**src/rtl/video_timing_if.sv**
```systemverilog
// Raster timing bundle: pixel-enable and mode request in, counters and aligned strobes out.
// The generator drives the slave side; the display stage or a bench drives the master side.
interface video_timing_if;
  logic        pix_ce;
  logic        ntsc;
  logic [10:0] h_pixel;
  logic [10:0] v_pixel;
  logic        enable_pixel;
  logic        hsync;
  logic        vsync;
  logic        hsync_pin;
  logic        vsync_pin;
  logic        frame_start;
  logic        ntsc_active;

  modport master (
    output pix_ce, ntsc,
    input  h_pixel, v_pixel, enable_pixel, hsync, vsync,
    input  hsync_pin, vsync_pin, frame_start, ntsc_active
  );

  modport slave (
    input  pix_ce, ntsc,
    output h_pixel, v_pixel, enable_pixel, hsync, vsync,
    output hsync_pin, vsync_pin, frame_start, ntsc_active
  );
endinterface

```
**src/rtl/video_timing.sv**
```systemverilog
// VGA/NTSC raster generator: counters, pixel-enable and syncs all registered together (zero skew).
// Advances only on pix_ce; no backpressure. Mode request is sampled only at the (0,0) wrap.
module video_timing #(
  parameter int unsigned H_VIS         = 640,
  parameter int unsigned H_FP          = 16,
  parameter int unsigned H_SYNC        = 96,
  parameter int unsigned H_BP          = 48,
  parameter int unsigned V_VIS         = 480,
  parameter int unsigned V_FP          = 10,
  parameter int unsigned V_SYNC        = 2,
  parameter int unsigned V_BP          = 33,
  parameter int unsigned N_VIS         = 240,
  parameter int unsigned N_FP          = 3,
  parameter int unsigned N_SYNC        = 3,
  parameter int unsigned N_BP          = 16,
  parameter bit          HS_ACTIVE_LOW = 1'b1,
  parameter bit          VS_ACTIVE_LOW = 1'b1
) (
  input  logic          clk,
  input  logic          res_n,
  video_timing_if.slave vt
);

  localparam logic [10:0] H_TOTAL  = 11'(H_VIS + H_FP + H_SYNC + H_BP);
  localparam logic [10:0] H_VIS_W  = 11'(H_VIS);
  localparam logic [10:0] HS_BEG   = 11'(H_VIS + H_FP);
  localparam logic [10:0] HS_END   = 11'(H_VIS + H_FP + H_SYNC);
  localparam logic [10:0] V_TOTAL  = 11'(V_VIS + V_FP + V_SYNC + V_BP);
  localparam logic [10:0] V_VIS_W  = 11'(V_VIS);
  localparam logic [10:0] VS_BEG_V = 11'(V_VIS + V_FP);
  localparam logic [10:0] VS_END_V = 11'(V_VIS + V_FP + V_SYNC);
  localparam logic [10:0] N_TOTAL  = 11'(N_VIS + N_FP + N_SYNC + N_BP);
  localparam logic [10:0] N_VIS_W  = 11'(N_VIS);
  localparam logic [10:0] VS_BEG_N = 11'(N_VIS + N_FP);
  localparam logic [10:0] VS_END_N = 11'(N_VIS + N_FP + N_SYNC);

  logic [10:0] r_h_pixel;
  logic [10:0] r_v_pixel;
  logic        r_enable_pixel;
  logic        r_hsync;
  logic        r_vsync;
  logic        r_hsync_pin;
  logic        r_vsync_pin;
  logic        r_frame_start;
  logic        r_ntsc_active;

  logic        w_h_wrap;
  logic        w_v_wrap;
  logic [10:0] w_v_total;
  logic [10:0] w_h_next;
  logic [10:0] w_v_next;
  logic        w_ntsc_next;
  logic [10:0] w_vis;
  logic [10:0] w_vs_beg;
  logic [10:0] w_vs_end;
  logic        w_en_next;
  logic        w_hs_next;
  logic        w_vs_next;

  assign w_h_wrap    = (r_h_pixel == H_TOTAL - 11'd1);
  assign w_v_total   = r_ntsc_active ? N_TOTAL : V_TOTAL;
  assign w_v_wrap    = w_h_wrap && (r_v_pixel == w_v_total - 11'd1);
  assign w_h_next    = w_h_wrap ? 11'd0 : r_h_pixel + 11'd1;
  assign w_v_next    = !w_h_wrap ? r_v_pixel : (w_v_wrap ? 11'd0 : r_v_pixel + 11'd1);
  assign w_ntsc_next = w_v_wrap ? vt.ntsc : r_ntsc_active;

  // Flags decode the post-update counters in the post-update mode, so they never lag the counters.
  assign w_vis     = w_ntsc_next ? N_VIS_W  : V_VIS_W;
  assign w_vs_beg  = w_ntsc_next ? VS_BEG_N : VS_BEG_V;
  assign w_vs_end  = w_ntsc_next ? VS_END_N : VS_END_V;
  assign w_en_next = (w_h_next < H_VIS_W) && (w_v_next < w_vis);
  assign w_hs_next = (w_h_next >= HS_BEG) && (w_h_next < HS_END);
  assign w_vs_next = (w_v_next >= w_vs_beg) && (w_v_next < w_vs_end);

  always_ff @(posedge clk or negedge res_n) begin
    if (!res_n) begin
      r_h_pixel      <= H_TOTAL - 11'd1;
      r_v_pixel      <= V_TOTAL - 11'd1;
      r_enable_pixel <= 1'b0;
      r_hsync        <= 1'b0;
      r_vsync        <= 1'b0;
      r_hsync_pin    <= HS_ACTIVE_LOW;
      r_vsync_pin    <= VS_ACTIVE_LOW;
      r_frame_start  <= 1'b0;
      r_ntsc_active  <= 1'b0;
    end else if (vt.pix_ce) begin
      r_h_pixel      <= w_h_next;
      r_v_pixel      <= w_v_next;
      r_enable_pixel <= w_en_next;
      r_hsync        <= w_hs_next;
      r_vsync        <= w_vs_next;
      r_hsync_pin    <= w_hs_next ^ HS_ACTIVE_LOW;
      r_vsync_pin    <= w_vs_next ^ VS_ACTIVE_LOW;
      r_frame_start  <= w_v_wrap;
      r_ntsc_active  <= w_ntsc_next;
    end else begin
      r_frame_start  <= 1'b0;
    end
  end

  assign vt.h_pixel      = r_h_pixel;
  assign vt.v_pixel      = r_v_pixel;
  assign vt.enable_pixel = r_enable_pixel;
  assign vt.hsync        = r_hsync;
  assign vt.vsync        = r_vsync;
  assign vt.hsync_pin    = r_hsync_pin;
  assign vt.vsync_pin    = r_vsync_pin;
  assign vt.frame_start  = r_frame_start;
  assign vt.ntsc_active  = r_ntsc_active;

endmodule

```
**src/flat_wrapper.sv**
```systemverilog
// flat-port wrapper written by rule: the top's interface ports become plain ports
module video_timing_flat 
#(
  parameter int unsigned H_VIS         = 640,
  parameter int unsigned H_FP          = 16,
  parameter int unsigned H_SYNC        = 96,
  parameter int unsigned H_BP          = 48,
  parameter int unsigned V_VIS         = 480,
  parameter int unsigned V_FP          = 10,
  parameter int unsigned V_SYNC        = 2,
  parameter int unsigned V_BP          = 33,
  parameter int unsigned N_VIS         = 240,
  parameter int unsigned N_FP          = 3,
  parameter int unsigned N_SYNC        = 3,
  parameter int unsigned N_BP          = 16,
  parameter bit          HS_ACTIVE_LOW = 1'b1,
  parameter bit          VS_ACTIVE_LOW = 1'b1
)
  (clk, res_n, vt_pix_ce, vt_ntsc, vt_h_pixel, vt_v_pixel, vt_enable_pixel, vt_hsync, vt_vsync, vt_hsync_pin, vt_vsync_pin, vt_frame_start, vt_ntsc_active);
  video_timing_if vt_i ();
  input  logic clk;
  input  logic res_n;
  input wire logic [$bits(vt_i.pix_ce)-1:0] vt_pix_ce;
  input wire logic [$bits(vt_i.ntsc)-1:0] vt_ntsc;
  output wire logic [$bits(vt_i.h_pixel)-1:0] vt_h_pixel;
  output wire logic [$bits(vt_i.v_pixel)-1:0] vt_v_pixel;
  output wire logic [$bits(vt_i.enable_pixel)-1:0] vt_enable_pixel;
  output wire logic [$bits(vt_i.hsync)-1:0] vt_hsync;
  output wire logic [$bits(vt_i.vsync)-1:0] vt_vsync;
  output wire logic [$bits(vt_i.hsync_pin)-1:0] vt_hsync_pin;
  output wire logic [$bits(vt_i.vsync_pin)-1:0] vt_vsync_pin;
  output wire logic [$bits(vt_i.frame_start)-1:0] vt_frame_start;
  output wire logic [$bits(vt_i.ntsc_active)-1:0] vt_ntsc_active;
  assign vt_i.pix_ce = vt_pix_ce;
  assign vt_i.ntsc = vt_ntsc;
  assign vt_h_pixel = vt_i.h_pixel;
  assign vt_v_pixel = vt_i.v_pixel;
  assign vt_enable_pixel = vt_i.enable_pixel;
  assign vt_hsync = vt_i.hsync;
  assign vt_vsync = vt_i.vsync;
  assign vt_hsync_pin = vt_i.hsync_pin;
  assign vt_vsync_pin = vt_i.vsync_pin;
  assign vt_frame_start = vt_i.frame_start;
  assign vt_ntsc_active = vt_i.ntsc_active;
  video_timing #(.H_VIS(H_VIS), .H_FP(H_FP), .H_SYNC(H_SYNC), .H_BP(H_BP), .V_VIS(V_VIS), .V_FP(V_FP), .V_SYNC(V_SYNC), .V_BP(V_BP), .N_VIS(N_VIS), .N_FP(N_FP), .N_SYNC(N_SYNC), .N_BP(N_BP), .HS_ACTIVE_LOW(HS_ACTIVE_LOW), .VS_ACTIVE_LOW(VS_ACTIVE_LOW)) u_core (.clk(clk), .res_n(res_n), .vt(vt_i));
endmodule
```
**config.mk**
```make
export PLATFORM = sky130hd
export DESIGN_NAME = video_timing_flat
export DESIGN_NICKNAME = d
export VERILOG_FILES = /design/src/rtl/video_timing_if.sv /design/src/rtl/video_timing.sv /design/src/flat_wrapper.sv
export SDC_FILE = /design/constraint.sdc
export NUM_CORES = 1
export LEC_CHECK = 0
export CAP_MARGIN = 10
export CORE_ASPECT_RATIO = 0.75
export CORE_UTILIZATION = 43
export CTS_BUF_LIST = sky130_fd_sc_hd__clkbuf_16
export CTS_CLUSTER_DIAMETER = 100
export CTS_CLUSTER_SIZE = 8
export DETAILED_ROUTE_END_ITERATION = 6
export PLACE_DENSITY_LB_ADDON = 0.2
export SLEW_MARGIN = 20
export SYNTH_ARGS = -nofsm -noshare
export SYNTH_HDL_FRONTEND = slang
export SYNTH_SLANG_ARGS = --single-unit
```
**constraint.sdc**
```tcl
create_clock -name clk -period 4.46 [get_ports clk]
set_input_delay 0.892 -clock clk [delete_from_list [all_inputs] [get_ports clk]]
set_output_delay 0.892 -clock clk [all_outputs]
set_load 0.03 [all_outputs]
```
==> metrics.txt, run 1 <==
Fmax=0.267 GHz; Clock Latency Late Sink=0.27 ns; Sequential Power Share=38.9%; Critical Path Source=u_core.vt.h_pixel[0]; CP arrival=3.93 ns; top-area cell type share of the netlist area=20.9%; Power Total=968 uW; final hold slack=0.504 ns; Leakage Power=0.000951 uW; layout cell share with drive strength beyond 1=14.1%; initial antenna violation count=0; Site Rows=21; io pins=33; worst r2r src=u_core.vt.h_pixel[0]; Logic pwr share=29.3%; wire length of the first global-routing pass=8240 um; outcome=complete, no violations; Core ar.=0.00449 mm^2; EDFF count, synth=0; Critical Path Start Type=flop; Setup TNS=0 ns; headroom to the max-slew limit=62.1%; Layout Nets=263; grt total ovfl=0; Worst R2R Setup Slack=0.72 ns; capture point of the worst reg-to-reg path=u_core.vt.vsync_pin; Internal Power=633 uW; cell area after layout=0.00249 mm^2; max_cap viols=0; pin count of the biggest net entering global routing=26; Final Skew=0.00718 ns; count leader, synth=nand2_1; pwr dens=388 mW/mm^2; register area=741 um^2; chip height=61.6 um; CTS H-tree depth=2; Syn Nets=236; Final min period=3.74 ns; antenna-violating nets left=0; Cell variety after synth=57; post-CTS setup buffers=0; Layout area overhead=22.6%; fillers=418; Hold Fails Final Rpt=0; Switch Pwr=335 uW; Final Cycle Share=83.9%; drt total wl=5110 um; hold_buf cts=0; port buffer count=32; Die Wd=81.4 um; crit-path max FO=14; Clock power frac=31.8%; Main synth FF type=dfrtp_1; final antenna diode count=0; post-placement cell area=0.00236 mm^2; ranking of synthesized cells by area=dfrtp_1 (21%), dfstp_2 (15%), o21ai_0 (3.9%); Least-Margin Pin Slew=0.569 ns; Critical Path RT=4.65 ns; Final Util=55.5%; hold crit path type=reg2reg; commonest cells in the netlist=nand2_1 (20), nor2_1 (18), dfrtp_1 (17), o21ai_0 (16); Async SR Flop Fraction=100%; routed len/inst=16.4 um; RSZ-0062 raised after global routing=no; drt drc=0; cell taking the most area after synthesis=dfrtp_1; post-DP HPWL=3720 um; Yosys Warn Count=0; CP Capture Type=flop; VDD IR max=0.291 mV; Synth Register Bits=29; reg2reg path depth=12; syn_area_per_cell=8.96 um^2; clock-pin slew on the worst setup and hold paths=0.05 ns; Vias=1862; drt first pass iters=4; setup violators final=0; Initial DRC Count=183; clock buffer count from CTS=5; GRT Total Usage=22.2%; clock root cell=clkbuf_16; multi-input logic area=0.00118 mm^2; die area=0.00501 mm^2; fin. max-slew vios=0; CTS sink cnt=29; Cell Area, Synth=0.00203 mm^2; maximum clock insertion buffer count=2; Initial Util=45.3%; WS Path Type=reg2reg; CTS tree=yes; worst setup path endpoint=u_core.vt.vsync_pin; sw frac=34.6%; placer congestion estimate=0.987; Vias/cell=5.97; post-cts resize count=0; post-synthesis sequential area ratio=36.4%; vias in the first global route=1640; cells after synthesis=227
## per-stage QoR
stage               std cells  setup WS (ns)
finish                    312          0.717
global route              312          0.356
CTS                       312          0.745
detailed placement        304          0.758
global placement          304          0.831
floorplan                 227           1.02
## sequential cells by signal, indices dropped and copies added, names as in the netlist
| name | flops |
|---|---|
| u_core.vt.h_pixel | 11 |
| u_core.vt.v_pixel | 11 |
| u_core.vt.enable_pixel | 1 |
| u_core.vt.frame_start | 1 |
| u_core.vt.hsync | 1 |
| u_core.vt.hsync_pin | 1 |
| u_core.vt.ntsc_active | 1 |
| u_core.vt.vsync | 1 |
| u_core.vt.vsync_pin | 1 |
## cells by family (layout without fill, tap and decap cells)
group	Yosys count	in the layout	synth area share, %
compound gates	60	60	20.5
xor+xnor	9	9	3.87
fa+ha+maj	5	5	3.08
buf+inv	22	50	5.54
flops	29	29	36.4
mux	8	8	4.30
simple gates	94	94	26.3
## cell type report
type                       instances  share of cell area [%]
clock buffer                       5                    5.02
timing repair buffer              35                    13.5
sequential                        29                    29.7
multi-input combinational        176                    47.3
clock inverter                     3                   0.502
inverter                           7                    1.05
tap                               57                    2.86
## placed cells by master (no fill, tap or decap), types with 2 or more instances in the layout
master and count:
clkdlybuf4s50_1 31, o31a_1 2, a21oi_1 12, nand4_1 7, mux2_2 2, and3_1 6, nor4bb_1 2, nand2_1 20
o2bb2ai_1 2, inv_1 9, buf_4 3, o21a_1 4, dfrtp_1 17, o221ai_1 3, or3_1 3, clkbuf_16 5
nor2_1 18, xnor2_1 7, nor3_1 5, nand2b_1 6, xor2_1 2, mux2i_1 5, ha_1 5, nor2b_1 2
or2_2 3, nor4_1 5, a22o_1 2, nand3_1 9, o21ai_0 16, a31oi_1 5, dfstp_2 12
## worst min path at each step
stage / startpoint / end / cells past startpoint
after floorplan: u_core.vt.h_pixel[1] / u_core.vt.h_pixel[1] / 1
after global placement: u_core.vt.h_pixel[0] / u_core.vt.h_pixel[0] / 1
after detailed placement: u_core.vt.enable_pixel / u_core.vt.enable_pixel / 1
after CTS: u_core.vt.h_pixel[1] / u_core.vt.h_pixel[1] / 1
after global routing: u_core.vt.h_pixel[1] / u_core.vt.h_pixel[1] / 1
final: u_core.vt.h_pixel[1] / u_core.vt.h_pixel[1] / 1
## worst max-delay path: stages, from the launching register on
cell and delay (ns):
dfstp_2 0.56, ha_1 0.23, nand4_4 0.17, or3_1 0.65, o32ai_4 0.36, nor2_1 0.12, ha_1 0.30, nand2b_1 0.12
and3_1 0.17, o221ai_1 0.11, a2111oi_0 0.40, nand3_1 0.16, o32a_1 0.31
## power by group through the flow
stage          combinational [uW]  clock, uW  sequential, uW
2_1_floorplan                 144          0             421
3_3_place_gp                  282          0             378
3_5_place_dp                  282          0             380
4_1_cts                       283        317             376
5_1_grt                       309        325             384
6_report                      283        308             377
## routing by layer
| layer | GRT usage, % | vias up | share of wire, % |
|---|---|---|---|
| met2 | 29.6 | 90 | 40 |
| met3 | 6.67 | 4 | 8.3 |
| met1 | 34.0 | 877 | 51 |
| met4 | 5.61 | 0 | 0.49 |
| li1 | - | 891 | - |
| met5 | 0 | - | 0 |
Power figures use the tool's default switching activity.
==> run 2: changes to the inputs <==
==> constraint.sdc (replaced) <==
create_clock -name clk -period 3.2 [get_ports clk]
set_input_delay 0.64 -clock clk [delete_from_list [all_inputs] [get_ports clk]]
set_output_delay 0.64 -clock clk [all_outputs]
set_load 0.03 [all_outputs]
==> run 2 against run 1 <==
First-iteration DRC count decreased by 21%. Largest power group is now combinational cells. Worst setup slack got worse by 0.74 ns. Highest routed layer unchanged. The flow now finishes with violations (negative setup slack). Hold slack improved by 0.0089 ns. Register-to-register slack got worse by 0.74 ns. Largest cell class unchanged. Clock power increased by 44%. Via count increased by 8.9%. Sequential share of layout area decreased by 3.8 points. Critical endpoint unchanged. Global-route usage increased by 2.4 points.
==> metrics.txt, run 2 (same netlist as run 1, synthesis figures left out) <==
Clock power frac=30.5%; antenna-violating nets left=0; met3 Use GR=4.59%; drt drc=0; most common cell after layout, fill and taps aside=buf_4; Worst R2R Setup Slack=-0.02 ns; Core ar.=0.00449 mm^2; WS Path Type=reg2reg; Initial Util=45.3%; placer congestion estimate=0.911; RSZ-0062 raised after global routing=yes; final antenna diode count=0; Fmax=0.310 GHz; busiest grt layer=met1; hold_sp=u_core.vt.enable_pixel; Layout Nets=300; drt total wl=5680 um; worst r2r src=u_core.vt.v_pixel[4]; GR Layer Usage met1=37.1%; failing checks=negative setup slack; Crit path buffers/inverters=0; grt total ovfl=0; Least-Margin Pin Slew=0.544 ns; clock buffer count from CTS=5; layout cell share with drive strength beyond 1=29.5%; hold crit path type=reg2reg; io pins=33; maximum clock insertion buffer count=2; Critical-path top delay cell=or4_4; vias in the first global route=1800; CTS tree=yes; CP arrival=3.42 ns; CP Capture Type=flop; crit-path cells=or3_4 -> or4_4 -> o32ai_4 -> nor2_2 -> ha_1 -> nor2b_1 -> o21ai_0 -> nand2_1 -> a2111oi_4 -> nand3_2 -> o32a_1; Final Cycle Share=101%; chip height=61.6 um; Hold Path End=u_core.vt.enable_pixel; Internal Power=951 uW; Clock Latency Late Sink=0.28 ns; CTS sink cnt=29; outcome=finished, violations left; Sequential Power Share=33.3%; Final Skew=0.00368 ns; Leakage Power=0.00113 uW; Logic pwr share=36.2%; pwr dens=504 mW/mm^2; clock-pin slew on the worst setup and hold paths=0.05 ns; Hold Fails Final Rpt=0; post-DP HPWL=4020 um; Final Worst Setup Slack=-0.0207 ns; sw frac=34.3%; VDD IR max=0.412 mV; wire length of the first global-routing pass=8980 um; routed len/inst=16.3 um; initial antenna violation count=0; drt first pass iters=4; Vias/cell=5.81; Die Wd=81.4 um; Final Util=63.9%; capture point of the worst reg-to-reg path=u_core.vt.vsync_pin; CTS H-tree depth=2; GRT Total Usage=24.6%; fin. max-slew vios=0; WHS Path Cells=1; reg2reg path depth=11; headroom to the max-slew limit=63.3%; setup violators final=2; Initial DRC Count=145; Critical Path RT=3.40 ns; Vias=2027; port buffer count=32; Power Total=1450 uW; max_cap viols=0; fillers=381; CP delay by family, top=simple AND/OR/NAND/NOR gates; most frequent cells in the layout=buf_4 (39), clkdlybuf4s50_1 (32), nand2_1 (20); pin count of the biggest net entering global routing=30; Switch Pwr=497 uW; Layout area overhead=41.1%; Site Rows=21; Slowest Stage Delay on Critical Path=0.46 ns; met2 Use GR=35.5%; clock root cell=clkbuf_16; die area=0.00501 mm^2; crit-path max FO=3; Final min period=3.22 ns; Setup WS pre-CTS=-0.0777 ns; Critical Path Start Type=flop
-- run 2: changes by cell type in the layout (fill, tap and decap cells not counted), sizes merged --
cell           change
buf               +36
clkdlybuf4s50      +1
clkinv             +1
inv                -1
-- run 2: per-stage QoR --
stage / TNS [ns] / cell area, um^2 / hold WS [ns] / instances
6_report: -0.0253 / 2870 / 0.513 / 349
5_1_grt: -0.279 / 2870 / 0.545 / 349
4_1_cts: 0 / 2840 / 0.518 / 348
3_5_place_dp: -0.145 / 2650 / 0.506 / 340
3_3_place_gp: -0.0500 / 2650 / 0.501 / 340
2_1_floorplan: -0.100 / 2060 / 0.344 / 227
-- run 2: final cells by class --
type | instances | area, um^2 | share of cell area [%]
inverters | 7 | 26.3 | 0.915
clock buffers | 5 | 125 | 4.36
flip-flops and latches | 29 | 742 | 25.9
multi-input cells | 176 | 1270 | 44.2
well taps | 57 | 71.3 | 2.48
repair buffers | 72 | 624 | 21.8
clock inverters | 3 | 13.8 | 0.480
-- run 2: per-layer routing --
metal,up-vias,routed length (um)
li1,972,-
met1,977,2850
met2,71,2470
met3,7,314
met4,0,54
met5,-,0
-- run 2: power by group through the flow --
stage	Sequential (uW)	Combinational, uW	Clock [uW]
final	481	524	442
after global routing	489	566	461
after CTS	483	519	446
after detailed placement	488	507	0
after global placement	485	500	0
after floorplan	591	214	0
-- run 2: worst max path at each step --
stage,startpoint,to,slack (ns),cells past startpoint
after global routing,u_core.vt.v_pixel[4],u_core.vt.vsync,-0.14,11
final,u_core.vt.v_pixel[4],u_core.vt.vsync_pin,-0.02,11
after global placement,vt_ntsc,u_core.vt.vsync_pin,-0.03,11
after floorplan,u_core.vt.h_pixel[0],u_core.vt.vsync_pin,-0.06,14
after CTS,u_core.vt.v_pixel[4],u_core.vt.vsync_pin,0.008,13
after detailed placement,u_core.vt.v_pixel[4],u_core.vt.vsync,-0.08,13
-- run 2: timing repair --
action / in CTS / in global routing
gates cloned: 0 / 0
endpoints found under the setup margin: 2 / 2
pin swaps: 1 / 2
hold buffers: 0 / 0
gates resized for setup: 9 / 4
setup buffers: 0 / 1
==> run 3: changes to the inputs <==
--- a/config.mk
+++ b/config.mk
@@ -7,7 +7,7 @@
 export LEC_CHECK = 0
 export CAP_MARGIN = 10
 export CORE_ASPECT_RATIO = 0.75
-export CORE_UTILIZATION = 43
+export CORE_UTILIZATION = 48
 export CTS_BUF_LIST = sky130_fd_sc_hd__clkbuf_16
 export CTS_CLUSTER_DIAMETER = 100
 export CTS_CLUSTER_SIZE = 8
==> run 3 against run 2 <==
The flow still finishes with violations (negative setup slack). Routed wire length shrank 1.2%. Hold slack gained 0.0078 ns. Combinational power shrank 1%. Clock power shrank 4%. Power shrank 1.6%. Via count shrank 1.9%. Sequential share of layout area grew 0.48 points. Largest power group unchanged. Highest routed layer unchanged.
==> metrics.txt, run 3 (same netlist as run 1, synthesis figures left out) <==
crit-path max FO=3; clock-pin slew on the worst setup and hold paths=0.05 ns; WS Path Type=reg2reg; port buffer count=32; most common cell after layout, fill and taps aside=buf_4; layout cell share with drive strength beyond 1=27.3%; sw frac=34.0%; maximum clock insertion buffer count=2; met3 Use GR=6.36%; met2 Use GR=37.7%; post-DP HPWL=4030 um; most frequent cells in the layout=buf_4 (37), clkdlybuf4s50_1 (32), nand2_1 (20); hold_buf cts=0; die area=0.00451 mm^2; outcome=finished, violations left; Clock power frac=29.9%; routed len/inst=16.3 um; Sequential Power Share=33.6%; fillers=340; CP Capture Type=flop; hold crit path type=reg2reg; Power Total=1420 uW; CTS H-tree depth=2; VDD IR max=0.354 mV; initial antenna violation count=0; CTS tree=yes; Vias/cell=5.78; setup violators final=2; GRT Total Usage=26.7%; clock buffer count from CTS=5; Final Worst Setup Slack=-0.0607 ns; Initial DRC Count=206; pin count of the biggest net entering global routing=30; Initial Util=50.2%; Internal Power=941 uW; Site Rows=20; Layout Nets=297; chip height=58.4 um; Vias=1988; antenna-violating nets left=0; Fmax=0.307 GHz; CTS sink cnt=29; max_cap viols=0; Hold Fails Final Rpt=0; CP arrival=3.46 ns; Final Cycle Share=102%; grt total ovfl=0; register area=742 um^2; Critical Path Start Type=flop; pwr dens=506 mW/mm^2; headroom to the max-slew limit=65.7%; GR Layer Usage met1=40.1%; Leakage Power=0.00112 uW; Final Skew=0.00602 ns; Layout area overhead=38.5%; drt drc=0; final antenna diode count=0; clock root cell=clkbuf_16; Critical Path RT=3.40 ns; fin. max-slew vios=0; multi-input logic area=0.00125 mm^2; placer congestion estimate=1.01; failing checks=negative setup slack; Final min period=3.26 ns; vias in the first global route=1840; Logic pwr share=36.5%; Clock Latency Late Sink=0.27 ns; drt first pass iters=5; Die Wd=77.2 um; io pins=33; drt total wl=5620 um; Core ar.=0.00405 mm^2; Least-Margin Pin Slew=0.508 ns; Switch Pwr=484 uW; wire length of the first global-routing pass=9200 um; busiest grt layer=met1; Final Util=69.5%; RSZ-0062 raised after global routing=yes
==> run 3: routing by layer <==
layer / wire [um] / vias to the layer above
li1: - / 960
met2: 2270 / 81
met3: 456 / 12
met5: 0 / -
met1: 2810 / 935
met4: 78 / 0
==> run 3: repair_timing <==
action | CTS | global route
resized for setup | 4 | 5
buffers inserted | 0 | 2
setup endpoints to repair | 2 | 2
hold endpoints to repair | 0 | 0
pin swaps | 1 | 1
gates cloned | 0 | 0
==> run 3: power groups by stage <==
stage	Combinational, uW	Clock [uW]	Sequential [uW]
final	519	426	479
after global routing	556	450	486
after CTS	508	433	480
after detailed placement	502	0	483
after global placement	499	0	483
after floorplan	214	0	591
==> run 3: cell type report <==
| class | instances | share of cell area (%) |
|---|---|---|
| inverter | 7 | 0.933 |
| tap | 55 | 2.44 |
| clock inverter | 3 | 0.400 |
| multi-input combinational | 176 | 44.2 |
| sequential | 29 | 26.3 |
| clock buffer | 5 | 4.44 |
| timing repair buffer | 69 | 21.2 |
==> run 3: worst paths after layout <==
check	slack (ns)	depth (start not counted)	endpoint	startpoint
min in group asynchronous	0.77	2	u_core.vt.h_pixel[6]	res_n
max	-0.06	11	u_core.vt.vsync_pin	u_core.vt.v_pixel[4]
min	0.52	1	u_core.vt.hsync_pin	u_core.vt.hsync_pin
min reg2reg	0.52	1	u_core.vt.hsync_pin	u_core.vt.hsync_pin
max in group asynchronous	2.11	2	u_core.vt.v_pixel[2]	res_n
max reg2reg	-0.06	11	u_core.vt.vsync_pin	u_core.vt.v_pixel[4]
==> run 3: critical path, stage by stage (launching register included) <==
cell	delay (ns)
dfrtp_2	0.40
or3_4	0.39
or4_4	0.47
o32ai_4	0.30
nor2_2	0.07
ha_1	0.25
nor2b_1	0.15
o21ai_0	0.19
nand2_1	0.09
a2111oi_2	0.36
nand3_1	0.19
o32a_1	0.32
==> run 3: per-stage QoR <==
stage | cells | area (um^2) | hold WS, ns | setup slack, ns | setup TNS, ns
after floorplan | 227 | 2060 | 0.344 | -0.0613 | -0.100
after global placement | 334 | 2620 | 0.499 | -0.0138 | -0.0138
after detailed placement | 334 | 2620 | 0.491 | -0.0827 | -0.154
after CTS | 342 | 2770 | 0.523 | -0.0435 | -0.0435
after global routing | 344 | 2820 | 0.539 | -0.197 | -0.349
final | 344 | 2820 | 0.520 | -0.0607 | -0.0743
